===== config.mk =====
export PLATFORM = sky130hd
export DESIGN_NAME = seq_detector_prog
export DESIGN_NICKNAME = d
export VERILOG_FILES = /design/src/rtl/seq_detector_prog.sv
export SDC_FILE = /design/constraint.sdc
export NUM_CORES = 1
export LEC_CHECK = 0
export BUFFER_PORTS_ARGS = -buffer_cell sky130_fd_sc_hd__buf_4
export CAP_MARGIN = 20
export CORE_MARGIN = 5
export CORE_UTILIZATION = 52
export DETAILED_ROUTE_END_ITERATION = 10
export GPL_TIMING_DRIVEN = 0
export PLACE_DENSITY_LB_ADDON = 0.08
export SLEW_MARGIN = 20
export SYNTH_ARGS = -nofsm -noshare
export SYNTH_HDL_FRONTEND = slang
export SYNTH_SLANG_ARGS = --single-unit

===== constraint.sdc =====
create_clock -name clk -period 2.5 [get_ports clk]
set_input_delay 0.5 -clock clk [delete_from_list [all_inputs] [get_ports clk]]
set_output_delay 0.5 -clock clk [all_outputs]
set_load 0.05 [all_outputs]

===== src/rtl/seq_detector_prog.sv =====
// Programmable serial pattern detector. It compares the newest PAT_W sampled bits
// against a loadable pattern, emits a registered match pulse and keeps a saturating match count.
module seq_detector_prog #(
   parameter int               PAT_W       = 4,
   parameter logic [PAT_W-1:0] DEFAULT_PAT = 4'b1010,
   parameter int               CNT_W       = 8
) (
   input  logic             clk,
   input  logic             rst_n,
   input  logic             x,
   input  logic             x_valid,
   input  logic             overlap,
   input  logic             pat_load,
   input  logic [PAT_W-1:0] pat_in,
   input  logic             cnt_clr,
   output logic             z,
   output logic [CNT_W-1:0] match_cnt,
   output logic             cnt_sat,
   output logic [PAT_W-1:0] pattern
);

   localparam int               FW      = $clog2(PAT_W + 1);
   localparam logic [FW-1:0]    FILL_MAX = FW'(PAT_W);
   localparam logic [CNT_W-1:0] CNT_MAX  = '1;

   logic [PAT_W-1:0] hist;
   logic [PAT_W-1:0] next_hist;
   logic [FW-1:0]    fill;
   logic             sample;
   logic             match;

   // x_valid qualifies x on each edge; there is no back-pressure.
   // A pattern load wins over sampling.
   assign sample    = x_valid & ~pat_load;
   assign next_hist = {hist[PAT_W-2:0], x};
   assign match     = sample && (fill >= FW'(PAT_W - 1)) && (next_hist == pattern);

   always_ff @(posedge clk or negedge rst_n) begin
      if (!rst_n) begin
         hist      <= '0;
         fill      <= '0;
         z         <= 1'b0;
         match_cnt <= '0;
         cnt_sat   <= 1'b0;
         pattern   <= DEFAULT_PAT;
      end else begin
         if (pat_load) begin
            pattern <= pat_in;
            hist    <= '0;
            fill    <= '0;
         end else if (x_valid) begin
            hist <= next_hist;
            // A non-overlapping match forces PAT_W fresh bits before the next match.
            if (match)
               fill <= overlap ? FILL_MAX : '0;
            else if (fill != FILL_MAX)
               fill <= fill + 1'b1;
         end
         z <= match;
         if (cnt_clr) begin
            match_cnt <= '0;
            cnt_sat   <= 1'b0;
         end else if (match) begin
            if (match_cnt == CNT_MAX) begin
               cnt_sat <= 1'b1;
            end else begin
               match_cnt <= match_cnt + 1'b1;
               if (match_cnt == CNT_MAX - 1'b1)
                  cnt_sat <= 1'b1;
            end
         end
      end
   end

endmodule


==> results.md <==
* Skew-Pair Late Insertion Delay at approximately 0.30 ns
* Worst path top cell family by delay: simple AND/OR/NAND/NOR gates
* Status: completed
* Crit path cell chain: ha_1, ha_1, a211oi_2, nor4_4, nand3_2, buf_2, or3_1, a21oi_1
* DRC viols at 0
* Max IR drop VDD at 0.413 mV
* Bufs on Longest Clock Path at 2
* HPWL Detailed at between 1500 and 2000 µm
* CP max stage delay at approximately 0.42 ns
* CP most frequent cell: ha_1
* Final Skew at 0.00191 ns
* P&R area growth vs syn at 22.0%
* Worst Reg2Reg Path Length in Cells at 8
* Total Power at roughly 0.65 mW
* Initial core utilization at 0.545
* Gp weighted congestion at ~0.76
* CTS root buf: clkbuf_4
* Critical-path top delay cell: dfrtp_1
* YS warnings at 0
* Vias/cell at about 5.4
* Top FF cell, synth: dfrtp_1
* Die area at between 3000 and 4000 µm²
* Worst setup EP type: register
* Buffers & Inverters on Critical Path at 1
* Die width at about 55 µm
* Layout Utilization at 0.665
* Register Area at between 500 and 600 µm²
* Synth async-reset ratio at 1.00
* Worst Path Required at about 2.7 ns
* Layout cells sized above 1 at 0.318
* Grt total ovfl at 0
* Sequential share of the synthesized area at 0.470
* PwrDens at 496 nW/µm²
* Post-synth cell types at 30
* Cells after Synth at roughly 100
* Post-CTS sizing at 0
* Clock Pin Slew Worst Setup and Hold Paths at around 0.11 ns
* Setup TNS at 0 ns
* Max Transition Viols Final at 0
* ANT cells at 0
* Placement Rows at 16
* Largest net degree at the start of global routing at 21
* Final setup violation count at 0
* # hold bufs at CTS at 0
* Critical path peak fanout at 10
* Final Hold Fails at 0
* Total wire length at 2140 µm
* Number of fill cells at ~190
* Via count at 849
* CP Depth at 8
* Fmax at approximately 0.5 GHz
* Number of global-route vias before repair at approximately 870
* Critical path type: reg -> reg
* Critical path data arrival time at 2.29 ns
* Fin nets at ~150
* DRT iter0 DRCs at 11
* CTS Buf Count at 3
* Final period util at 0.823
* Max_slew headroom at 0.693
* I/O Buffers at 22
* Min Tclk post-route at around 2.1 ns
* Area taken by multi-input logic gates at about 510 µm²
* Avg WL per Cell at 13.7 µm
* Post CTS Setup Buffer Count at 0
* Initial antenna violation count at 0
* H-Tree Depth at 1
* Net Count, Synth at approximately 120
* P_leak at between 0.5 and 0.6 nW
* Syn_area_per_cell at 10.4 µm²
* Tightest Pin Transition at 0.460 ns
* Synthesized flop and latch total at 20
* CTS Sinks at 20
* Setup repair after global routing missed its margin: no
* Detailed Routing Iterations Pass 1 at 4
* Crit start category: register
* Maxcap violations at 0
* Number of flops mapped to enable cells by yosys at 0
* First-pass GRT wire length at about 3900 µm
* Mapped cell area at ~1100 µm²
* Num ports at 25
* Core footprint at between 1500 and 2000 µm²
* Total GRT Usage at 0.153
* Die H at around 55 µm
* Hold Crit Class: in -> async
* Antenna viol nets, final at 0
* CTS tree: done
path summary, 6_finish.rpt:
path / from / end / slack [ns]
max: fill[1] / match_cnt[2] / 0.44
min: rst_n / match_cnt[5] / 0.05
max reg2reg: fill[1] / match_cnt[2] / 0.44
min reg2reg: cnt_sat / cnt_sat / 0.52
max in group asynchronous: rst_n / pattern[3] / 2.18
min in group clk: pat_in[0] / pattern[0] / 0.43
state kept, by name, summed over array words and instances (netlist names):
register   flops
pattern        4
z              1
fill           3
match_cnt      8
hist           3
cnt_sat        1
stage by stage:
step	instances	hold WS, ns	instance area [µm²]	setup slack (ns)
floorplan	103	0.204	1070	0.550
global placement	152	0.392	1270	0.490
detailed placement	152	0.389	1270	0.452
CTS	156	0.0512	1310	0.420
global route	156	0.0616	1310	0.277
finish	156	0.0548	1310	0.443
kinds of logic after synthesis:
kind of cell	after synthesis	share of synthesized area
AO/OA/AOI/OAI	22	0.117
flip-flops	20	0.470
multiplexers	7	0.0702
XOR/XNOR	5	0.0409
adder cells (fa/ha/maj)	5	0.0585
AND/OR/NAND/NOR	32	0.192
buffers and inverters	12	0.0515
layout make-up:
cell class / instances / share of cell area
Sequential cell: 20 / 0.385
Tap cell: 27 / 0.0259
Multi-Input combinational cell: 71 / 0.392
Clock buffer: 4 / 0.0278
Inverter: 8 / 0.0230
Buffer: 4 / 0.0192
Timing Repair Buffer: 22 / 0.127
where the power goes:
| group | total, mW | internal, mW | switching [mW] |
|---|---|---|---|
| Combinational | 0.108 | 0.0424 | 0.0660 |
| Sequential | 0.352 | 0.338 | 0.0135 |
| Clock | 0.187 | 0.0888 | 0.0983 |
| Total | 0.647 | 0.470 | 0.178 |
cell usage in the layout, fill, tap and decap left out, drive strengths merged:
cell      n
xor2      4
dfrtp    18
o21ai     8
and4      3
a211oi    1
inv       8
or3       6
a2111oi   1
nand4     3
xnor2     1
nor4      1
nand2b    1
nand2     7
mux2i     3
buf      24
clkbuf    6
ha        5
a21oi    11
o31ai     1
or2       1
or4       1
nor2      6
mux2      4
dfstp     2
nand3     3
layer usage:
layer | global-route usage | share of wire | vias up
met5 | 0 | 0 | -
met4 | 0.0590 | 0.014 | 0
met3 | 0.0326 | 0.050 | 6
met2 | 0.250 | 0.49 | 26
met1 | 0.196 | 0.44 | 403
li1 | - | - | 414
synth_stat cells, types with 2 or more instances:
library cell  number  share of area
dfrtp_1           18           0.42
a21oi_1           11          0.051
inv_1              8          0.028
o21ai_0            8          0.037
nand2_1            6          0.021
or3_1              6          0.035
ha_1               5          0.058
nor2_1             5          0.018
mux2_2             4          0.042
xor2_1             4          0.033
and4_1             3          0.025
mux2i_1            3          0.028
nand4_1            3          0.018
dfstp_2            2          0.049
nand3_1            2         0.0094
Note: power is estimated with default switching activity, not from simulation.
